**config.mk**
```make
export PLATFORM = sky130hd
export DESIGN_NAME = axis_i2s_tx_flat
export DESIGN_NICKNAME = d
export VERILOG_FILES = /design/src/rtl/axis_i2s_tx_if.sv /design/src/rtl/axis_i2s_tx.sv /design/src/flat_wrapper.sv
export SDC_FILE = /design/constraint.sdc
export NUM_CORES = 1
export LEC_CHECK = 0
export BUFFER_PORTS_ARGS = -buffer_cell sky130_fd_sc_hd__buf_4
export CAP_MARGIN = 10
export CORE_ASPECT_RATIO = 0.5
export CORE_MARGIN = 5
export CORE_UTILIZATION = 45
export CTS_CLUSTER_DIAMETER = 60
export DETAILED_ROUTE_END_ITERATION = 12
export GPL_TIMING_DRIVEN = 0
export PLACE_DENSITY = 0.73
export SYNTH_ARGS = -nofsm -noshare
export SYNTH_HDL_FRONTEND = slang
export SYNTH_SLANG_ARGS = --single-unit
```
**constraint.sdc**
```tcl
create_clock -name clk -period 8.75 [get_ports clk]
set_input_delay 0.4375 -clock clk [delete_from_list [all_inputs] [get_ports clk]]
set_output_delay 0.4375 -clock clk [all_outputs]
set_load 0.005 [all_outputs]
```
**src/rtl/axis_i2s_tx_if.sv**
```systemverilog
`default_nettype none
// +----------------------------------------------------------------------+
// | Module      : axis_i2s_tx_if                                         |
// | Description : AXI-Stream sample bus feeding the I2S transmitter.     |
// |               Carries one stereo word per beat, last marks right.    |
// | Revision    : 1.0 - initial release                                  |
// +----------------------------------------------------------------------+
interface axis_i2s_tx_if #(
  parameter int DATA_WIDTH = 24
);
  logic [DATA_WIDTH-1:0] data;
  logic                  valid;
  logic                  ready;
  logic                  last;

  modport master (output data, output valid, output last, input  ready);
  modport slave  (input  data, input  valid, input  last, output ready);
endinterface
`default_nettype wire

```
**src/rtl/axis_i2s_tx.sv**
```systemverilog
`default_nettype none
// +----------------------------------------------------------------------+
// | Module      : axis_i2s_tx                                            |
// | Description : Serialises 2-word AXI-Stream stereo pairs onto a       |
// |               Philips-I2S DAC link. SCLK = clk/4, LRCK = clk/256.     |
// |               One-pair buffer, underrun counter, sequence error.     |
// | Option      : I2S_TX_HOLD_ON_UNDERRUN_EN - repeat last pair on       |
// |               underrun instead of playing silence.                   |
// | Revision    : 1.0 - initial release                                  |
// +----------------------------------------------------------------------+
module axis_i2s_tx #(
  parameter int DATA_WIDTH = 24,
  parameter int CNT_WIDTH  = 16
) (
  input  wire logic                 clk,
  input  wire logic                 resetn,
  axis_i2s_tx_if.slave              s_axis,
  output logic                      i2s_sclk,
  output logic                      i2s_lrck,
  output logic                      i2s_sdata,
  output logic [CNT_WIDTH-1:0]      underrun_cnt,
  output logic                      seq_err
);

  localparam logic [4:0] c_DW5 = 5'(DATA_WIDTH);

  // frame timing
  logic [7:0]            cnt_q, cnt_d;
  logic                  sclk_q, lrck_q, sdata_q, sdata_d;

  // input side
  logic                  ready_q;
  logic                  have_left_q, have_left_d;
  logic                  pair_full_q, pair_full_d;
  logic [DATA_WIDTH-1:0] hold_l_q, hold_l_d;
  logic [DATA_WIDTH-1:0] hold_r_q, hold_r_d;

  // frame registers being shifted out
  logic [DATA_WIDTH-1:0] frame_l_q, frame_l_d;
  logic [DATA_WIDTH-1:0] frame_r_q, frame_r_d;

  // status
  logic [CNT_WIDTH-1:0]  ucnt_q, ucnt_d;
  logic                  seq_err_q, seq_err_d;

  logic                  w_accept;
  logic                  w_wrap;
  logic [4:0]            w_k;
  logic [4:0]            w_idx;
  logic [DATA_WIDTH-1:0] w_slot;
  logic [31:0]           w_slot32;

  // State register: all flops clear immediately on reset, aborting any frame.
  always_ff @(posedge clk or negedge resetn) begin
    if (!resetn) begin
      cnt_q       <= 8'd0;
      sclk_q      <= 1'b0;
      lrck_q      <= 1'b0;
      sdata_q     <= 1'b0;
      ready_q     <= 1'b0;
      have_left_q <= 1'b0;
      pair_full_q <= 1'b0;
      hold_l_q    <= '0;
      hold_r_q    <= '0;
      frame_l_q   <= '0;
      frame_r_q   <= '0;
      ucnt_q      <= '0;
      seq_err_q   <= 1'b0;
    end else begin
      cnt_q       <= cnt_d;
      sclk_q      <= cnt_d[1];
      lrck_q      <= cnt_d[7];
      sdata_q     <= sdata_d;
      ready_q     <= ~pair_full_d;
      have_left_q <= have_left_d;
      pair_full_q <= pair_full_d;
      hold_l_q    <= hold_l_d;
      hold_r_q    <= hold_r_d;
      frame_l_q   <= frame_l_d;
      frame_r_q   <= frame_r_d;
      ucnt_q      <= ucnt_d;
      seq_err_q   <= seq_err_d;
    end
  end

  // Next state: frame load at wrap (uses pre-edge buffer), then word accept.
  always_comb begin
    cnt_d       = cnt_q + 8'd1;
    w_wrap      = (cnt_q == 8'hFF);
    w_accept    = s_axis.valid & ready_q;
    have_left_d = have_left_q;
    pair_full_d = pair_full_q;
    hold_l_d    = hold_l_q;
    hold_r_d    = hold_r_q;
    frame_l_d   = frame_l_q;
    frame_r_d   = frame_r_q;
    ucnt_d      = ucnt_q;
    seq_err_d   = 1'b0;

    if (w_wrap) begin
      if (pair_full_q) begin
        frame_l_d   = hold_l_q;
        frame_r_d   = hold_r_q;
        pair_full_d = 1'b0;
      end else begin
`ifdef I2S_TX_HOLD_ON_UNDERRUN_EN
        // keep previous frame registers so the last pair repeats
        frame_l_d = frame_l_q;
        frame_r_d = frame_r_q;
`else
        frame_l_d = '0;
        frame_r_d = '0;
`endif
        if (ucnt_q != {CNT_WIDTH{1'b1}}) begin
          ucnt_d = ucnt_q + CNT_WIDTH'(1);
        end
      end
    end

    // accept only happens with pair_full_q == 0, so it never races the load
    if (w_accept) begin
      if (!s_axis.last) begin
        hold_l_d    = s_axis.data;
        have_left_d = 1'b1;
      end else if (have_left_q) begin
        hold_r_d    = s_axis.data;
        pair_full_d = 1'b1;
        have_left_d = 1'b0;
      end else begin
        seq_err_d = 1'b1;
      end
    end
  end

  // Serial bit for the upcoming cnt: one-bit I2S delay, MSB first, zero pad.
  always_comb begin
    w_k      = cnt_d[6:2];
    w_slot   = cnt_d[7] ? frame_r_q : frame_l_q;
    w_slot32 = {{(32-DATA_WIDTH){1'b0}}, w_slot};
    w_idx    = c_DW5 - w_k;
    sdata_d  = 1'b0;
    if ((w_k != 5'd0) && (w_k <= c_DW5)) begin
      sdata_d = w_slot32[w_idx];
    end
  end

  assign s_axis.ready = ready_q;
  assign i2s_sclk     = sclk_q;
  assign i2s_lrck     = lrck_q;
  assign i2s_sdata    = sdata_q;
  assign underrun_cnt = ucnt_q;
  assign seq_err      = seq_err_q;

endmodule
`default_nettype wire
```
**src/flat_wrapper.sv**
```systemverilog
// flat-port wrapper written by rule: the top's interface ports become plain ports
module axis_i2s_tx_flat 
#(
  parameter int DATA_WIDTH = 24,
  parameter int CNT_WIDTH  = 16
)
  (clk, resetn, i2s_sclk, i2s_lrck, i2s_sdata, underrun_cnt, seq_err, s_axis_data, s_axis_valid, s_axis_last, s_axis_ready);
  axis_i2s_tx_if #(.DATA_WIDTH(DATA_WIDTH)) s_axis_i ();
  input  wire logic clk;
  input  wire logic resetn;
  output logic i2s_sclk;
  output logic i2s_lrck;
  output logic i2s_sdata;
  output logic [CNT_WIDTH-1:0] underrun_cnt;
  output logic seq_err;
  input wire logic [$bits(s_axis_i.data)-1:0] s_axis_data;
  input wire logic [$bits(s_axis_i.valid)-1:0] s_axis_valid;
  input wire logic [$bits(s_axis_i.last)-1:0] s_axis_last;
  output wire logic [$bits(s_axis_i.ready)-1:0] s_axis_ready;
  assign s_axis_i.data = s_axis_data;
  assign s_axis_i.valid = s_axis_valid;
  assign s_axis_i.last = s_axis_last;
  assign s_axis_ready = s_axis_i.ready;
  axis_i2s_tx #(.DATA_WIDTH(DATA_WIDTH), .CNT_WIDTH(CNT_WIDTH)) u_core (.clk(clk), .resetn(resetn), .s_axis(s_axis_i), .i2s_sclk(i2s_sclk), .i2s_lrck(i2s_lrck), .i2s_sdata(i2s_sdata), .underrun_cnt(underrun_cnt), .seq_err(seq_err));
endmodule
```
==> results of run 1 <==
[state kept, by name (all words and copies together) (netlist names)]
register,flops
u_core.frame_l_q,24
u_core.frame_r_q,24
u_core.hold_l_q,24
u_core.hold_r_q,24
u_core.underrun_cnt,16
u_core.cnt_q,8
u_core.have_left_q,1
u_core.i2s_sdata,1
u_core.pair_full_q,1
u_core.s_axis.ready,1
u_core.seq_err,1
[where the power goes]
| part | switching (mW) | internal, mW |
|---|---|---|
| clock | 0.287 | 0.429 |
| sequential | 0 | 0.578 |
| combinational | 0.0142 | 0.00958 |
[final cells by class]
cell class / count / area [sq um] / area share, %
clock buffers: 17 / 425 / 6.05
multi-input cells: 373 / 2500 / 35.6
well taps: 170 / 213 / 3.03
clock inverters: 15 / 176 / 2.51
inverters: 11 / 43.8 / 0.623
flip-flops and latches: 125 / 3130 / 44.5
repair buffers: 50 / 402 / 5.71
plain buffers: 30 / 139 / 1.98
[logic make-up (layout without fill, tap and decap cells)]
kind of cell | count (synthesis) | after routing | share of synthesized area, %
multiplexers | 65 | 65 | 13.6
AND/OR/NAND/NOR | 239 | 239 | 18.8
flip-flops | 125 | 125 | 53.8
buffers and inverters | 41 | 123 | 3.14
XOR/XNOR | 25 | 25 | 4.54
AO/OA/AOI/OAI | 41 | 41 | 5.47
adder cells (fa/ha/maj) | 3 | 3 | 0.646
[cells in the final DEF (no fill, tap or decap), types with 2 or more instances in the layout]
cell type   count
nand2_1       125
dfrtp_1       125
nand3_1        67
buf_4          51
mux2_2         50
clkbuf_1       24
xnor2_1        17
clkbuf_16      17
nor2_1         11
inv_1          10
mux2i_1        10
nor3_1          9
o21ai_0         9
nand4_1         6
inv_6           6
xor2_1          5
nor4_1          5
mux4_1          4
o32a_1          3
a21oi_1         3
o31ai_1         3
o211ai_1        3
a2111oi_0       3
ha_1            3
clkinvlp_4      3
and3_1          2
xnor2_4         2
nor3b_1         2
nand2b_1        2
a32o_1          2
o221ai_1        2
o211a_1         2
a31oi_1         2
and4_1          2
nor3_2          2
bufinv_16       2
[repair_timing]
item / 4_1_cts / 5_1_grt
endpoints found under the hold margin: 51 / 0
hold buffers: 1 / 0
setup buffers: 0 / 0
[metal layers]
metal  vias to the layer above  part of all wire, %  global-route usage (%)
met2                       133                   45                    28.1
met1                      2186                   47                    27.4
li1                       2036                    -                       -
met5                         -                    0                       0
met4                         0                  1.5                    5.71
met3                        20                  6.3                    5.51
[per-stage QoR]
stage | std cells | power (mW)
after global routing | 791 | 1.36
after floorplan | 539 | 0.589
final | 791 | 1.32
after detailed placement | 758 | 0.613
after global placement | 757 | 0.610
after CTS | 791 | 1.33
[worst paths after layout]
| check | start | endpoint | slack [ns] | cells after the start |
|---|---|---|---|---|
| worst min register to register | u_core.frame_l_q[23] | u_core.frame_l_q[23] | 0.47 | 2 |
| worst max register to register | u_core.cnt_q[1] | u_core.i2s_sdata | 5.00 | 12 |
| worst max-delay path | u_core.cnt_q[1] | u_core.i2s_sdata | 5.00 | 12 |
| worst min-delay path | s_axis_data[17] | u_core.hold_l_q[17] | 0.26 | 2 |
| max in group asynchronous | resetn | u_core.frame_r_q[8] | 7.48 | 3 |
| min in group asynchronous | resetn | u_core.hold_r_q[18] | 0.53 | 2 |
==> flow_summary.toml, run 1 <==
[outcome]
status = "complete, no violations"

[floorplan]
die_x_microns = 171
core-area_sq_um = 12700
fp.dieH_microns = 90.4
die_area_sq_um = 15400
start_util_pct = 45.9
std_cell_rows = 29
ios = 49

[layout]
final_nets = 639
layout-area-overhead-vs-synth_pct = 20.9
stdcell_area_sq_um = 7030
layout-drive-gt1-share_pct = 24.2
nFillCells = 1065
diodes = 0
postLayoutCoreUtil_pct = 55.5

[clock_tree]
cts_buffers = 17
cts.clk_slew.worst_paths_ns = 0.06
cts_resized = 0
cts_tree = "built"
clock_path_buffers = 2
clkSinkCount = 125
cts_root_buffer = "clkbuf_16"
clkLatencyLatePin_ns = 0.42
cts_max_level = 4

[run]
cap_violations = 0

[synthesis]
syn_area_sq_um = 5810
syn_nets = 570
async_reset_ff_share_pct = 100
synth_seq_cells = 125
yosysTopAreaCell = "dfrtp_1"
seq_area_frac_synth_pct = 53.8
synthDistinctLibCells = 52
synthTopCellsByCount = "125 x dfrtp_1, 125 x nand2_1, 67 x nand3_1, 50 x mux2_2, 24 x clkbuf_1"
postSynthCellCount = 539
synth_flop_cell = "dfrtp_1"
synth_area_per_cell_sq_um = 10.8
synth_top_area_share_pct = 53.8
synth_edf_count = 0
synth.top_cells.by_area = "dfrtp_1 54%, mux2_2 9.7%, nand2_1 8.1%"
synth_warnings = 0

[sta]
whs_ns = 0.257
setup_slack_ns = 5.00
setup_viol = 0
grt_setup_unrepaired = "no"
tightest_slew_ns = 0.921
tns_ns = 0
slew_viol_final = 0
finClkSkew_ns = 0.0105
slew_headroom_pct = 38.1
post-route-period-util_pct = 42.8
clock.fmax_mhz = 267
period_minus_slack_ns = 3.75
hold_viol = 0

[placement]
gp_congestion = 0.919
port_buffers = 48
dpl_worst_slack_ns = 5.12
place_hpwl_microns = 9930
dpl-instance-area_sq_um = 6420

[global_routing]
antenna_found_initial = 0
grt_max_degree = 75
grt_pass1_vias = 4436
overflow = 0
grt_first_pass_wirelength_microns = 23400
track_usage_pct = 19.1

[critical_path]
worst-path-max-fanout = 10
critPathRequiredTime_ns = 9.03
critPathMaxStageDelay_ns = 0.58
cp_num_buf_inv = 3
start_kind = "flip-flop"
cp_slowest_cell = "nor3_1"
path_delay_family = "compound AO/OA/AOI/OAI gates"
crit_path_end_kind = "flip-flop"
cp.arrival_ns = 4.03
path_cells = "ha_1 > buf_2 > xor2_1 > inv_1 > ha_1 > clkbuf_1 > nor3_1 > o211ai_1 > nand4_1 > nor3_1 > a2111oi_0 > o31ai_1"
crit_type = "reg -> reg"

[route]
viasPerCell = 5.53
ant_nets = 0
drc = 0
drtPass1Iterations = 5
drt_iter0_markers = 381
wl_per_cell_microns = 17.9
vias = 4375
finalWirelength_microns = 14200

[pwr]
peakVddDrop_mv = 0.0938
p_leak_nw = 3.48
power_density_nw_per_um2 = 187

[min_path]
hold_path.class = "in -> reg"
Power figures use the tool's default switching activity.
==> run 2, diff against run 1 <==
--- a/config.mk
+++ b/config.mk
@@ -5,6 +5,7 @@
 export SDC_FILE = /design/constraint.sdc
 export NUM_CORES = 1
 export LEC_CHECK = 0
+export ABC_AREA = 1
 export BUFFER_PORTS_ARGS = -buffer_cell sky130_fd_sc_hd__buf_4
 export CAP_MARGIN = 10
 export CORE_ASPECT_RATIO = 0.5
@@ -13,7 +14,7 @@
 export CTS_CLUSTER_DIAMETER = 60
 export DETAILED_ROUTE_END_ITERATION = 12
 export GPL_TIMING_DRIVEN = 0
-export PLACE_DENSITY = 0.73
+export PLACE_DENSITY = 0.75
 export SYNTH_ARGS = -nofsm -noshare
 export SYNTH_HDL_FRONTEND = slang
 export SYNTH_SLANG_ARGS = --single-unit
==> constraint.sdc (replaced) <==
create_clock -name clk -period 3.3 [get_ports clk]
set_input_delay 0.165 -clock clk [delete_from_list [all_inputs] [get_ports clk]]
set_output_delay 0.165 -clock clk [all_outputs]
set_load 0.005 [all_outputs]
==> run 2 against run 1 <==
Register-to-register slack worse by 4.6 ns; first-iteration DRC count is 7.3% higher; sequential power grew to 2.6 times the previous value; via count is 6.9% higher; clock skew is 0.0027 ns lower.
==> flow_summary.toml, run 2 <==
[layout]
nFillCells = 1076
postLayoutCoreUtil_pct = 56.1
mostFrequentLayoutCells = "226 x nand2_1, 125 x dfrtp_1, 101 x nand3_1"
final_common_cell = "nand2_1"
final_nets = 763
layout-drive-gt1-share_pct = 13.8
layout-area-overhead-vs-synth_pct = 20.6
diodes = 0
final_cells = 910
stdcell_area_sq_um = 6720

[outcome]
status = "complete, no violations"

[critical_path]
critPathRequiredTime_ns = 3.63
cp-startpoint = "u_core.cnt_q[1]"
worst-path-max-fanout = 10
timing.rr.start = "u_core.cnt_q[1]"
ff2ff_path_depth = 15
endpoint = "u_core.i2s_sdata"
path_cells = "ha_1 > nand2_2 > inv_1 > nor2_2 > inv_1 > clkbuf_1 > ha_1 > buf_4 > inv_1 > nand3_1 > nand3_1 > nand3_1 > nand2_1 > nand2_1 > nor2_1"
cp_slowest_cell = "dfrtp_1"
cp.arrival_ns = 3.24
start_kind = "flip-flop"
crit_path_end_kind = "flip-flop"
worstReg2RegEnd = "u_core.i2s_sdata"
r2r_slack_ns = 0.39
critPathMaxStageDelay_ns = 0.40
crit_type = "reg -> reg"

[floorplan]
core-area_sq_um = 12000
fp.dieH_microns = 88.7
die_area_sq_um = 14800
start_util_pct = 46.5
ios = 49
die_x_microns = 167
std_cell_rows = 28

[route]
ant_nets = 0
vias = 4677
met1_length_microns = 6250
wl_met3_microns = 1170
wl_per_cell_microns = 15.1
viasPerCell = 5.14
finalWirelength_microns = 13700
highest_layer = "met4"
drc = 0
drt_iter0_markers = 409
met2_length_microns = 6120
drtPass1Iterations = 5

[pwr]
comb_power_share_pct = 2.1
p_leak_nw = 3.43
p_switching_uw = 707
p_sw_share_pct = 21.6
peakVddDrop_mv = 0.383
power_density_nw_per_um2 = 487
pwr-share-seq_pct = 46.8
clkPwrFrac_pct = 51.1
p_int_mw = 2.57

[placement]
dpl_worst_slack_ns = 0.311
port_buffers = 48
gp_congestion = 0.873
place_hpwl_microns = 9400
dpl-instance-area_sq_um = 6170
dp.cells = 877

[run]
cap_violations = 0

[synthesis]
synth.top_cells.by_area = "dfrtp_1 56%, nand2_1 15%, nand3_1 9.1%"
synth_area_per_cell_sq_um = 8.41
synth_most_common_cell = "nand2_1"
async_reset_ff_share_pct = 100
syn_area_sq_um = 5570
synthDistinctLibCells = 23
synth_seq_cells = 125
synth_warnings = 0
seq_area_frac_synth_pct = 56.1
syn_nets = 694
synth_top_area_share_pct = 56.1
synthTopCellsByCount = "226 x nand2_1, 125 x dfrtp_1, 101 x nand3_1, 55 x o21ai_0, 53 x inv_1"
postSynthCellCount = 663
synth_edf_count = 0
yosysTopAreaCell = "dfrtp_1"
synth_flop_cell = "dfrtp_1"

[sta]
clock.fmax_mhz = 344
grt_setup_unrepaired = "no"
post-route-period-util_pct = 88.2
setup_viol = 0
slew_viol_final = 0
period_minus_slack_ns = 2.91
setup_slack_ns = 0.389
hold_viol = 0
slew_headroom_pct = 57.6
finClkSkew_ns = 0.00781
tns_ns = 0
tightest_slew_ns = 0.635

[global_routing]
track_usage_pct = 19.9
grt_max_degree = 103
grt_first_pass_wirelength_microns = 23300
antenna_found_initial = 0
grt_pass1_vias = 4721
overflow = 0

[clock_tree]
cts_buffers = 17
clkLatencyLatePin_ns = 0.41
clock_path_buffers = 2
postCtsSetupRepairBufs = 0
cts.clk_slew.worst_paths_ns = 0.06
cts_tree = "built"
cts_max_level = 4
clkSinkCount = 125
cts_root_buffer = "clkbuf_16"

[min_path]
hold_path.class = "in -> reg"
## run 2: worst min-delay path by stage
stage                                  start                      to  slack [ns]  cells past startpoint
after floorplan                       resetn         u_core.cnt_q[0]       -0.13                      0
after global placement    u_core.have_left_q          u_core.seq_err        0.42                      1
after detailed placement              resetn  u_core.underrun_cnt[6]        0.04                      1
after CTS                    s_axis_data[18]     u_core.hold_r_q[18]        0.02                      3
after global routing         s_axis_data[23]     u_core.hold_r_q[23]        0.04                      3
final                        s_axis_data[17]     u_core.hold_r_q[17]        0.03                      3
## run 2: layout make-up
class	count	area, sq um	area share, %
Buffer	32	136	2.03
Clock buffer	21	470	7.00
Clock inverter	11	68.8	1.02
Inverter	55	209	3.11
Multi-Input combinational cell	451	2100	31.3
Sequential cell	125	3130	46.5
Tap cell	165	206	3.07
Timing Repair Buffer	50	402	5.97
## run 2: routing by layer
layer	up-vias	global-route usage [%]
li1	2256	-
met1	2231	26.1
met2	174	31.7
met3	16	6.83
met4	0	6.70
met5	-	0
## run 2: worst max-delay path, delay by kind of cell, from the launching register on
kind	cells	cell delay, ns
simple gates	8	0.96
fa+ha+maj	2	0.61
buf+inv	5	0.86
flops	1	0.40
## run 2: logic make-up after synthesis
| logic type | after synthesis | share of synthesized area, % |
|---|---|---|
| buffers and inverters | 87 | 6.20 |
| adders and majority gates | 3 | 0.674 |
| xor gates and xnor gates | 18 | 2.83 |
| and+or+nand+nor | 374 | 29.1 |
| DFF | 125 | 56.1 |
| AOI/OAI and AO/OA | 56 | 5.03 |
## run 2: repair_timing
action | 4_1_cts | 5_1_grt
hold buffers | 1 | 0
endpoints found under the hold margin | 23 | 0
endpoints found under the setup margin | 0 | 1
resized for setup | 0 | 1
## run 2: power groups by stage
stage          logic (mW)  registers, mW  clock network, mW
2_1_floorplan     0.00704           1.56                  0
3_3_place_gp       0.0633           1.56                  0
3_5_place_dp       0.0686           1.56                  0
4_1_cts            0.0700           1.53               1.70
5_1_grt            0.0793           1.53               1.76
6_report           0.0679           1.53               1.68
## run 2: stage by stage
stage	hold WS [ns]	total power, mW
5_1_grt	0.0365	3.37
3_3_place_gp	0.419	1.62
3_5_place_dp	0.0365	1.63
6_report	0.0261	3.28
4_1_cts	0.0206	3.30
2_1_floorplan	-0.131	1.57
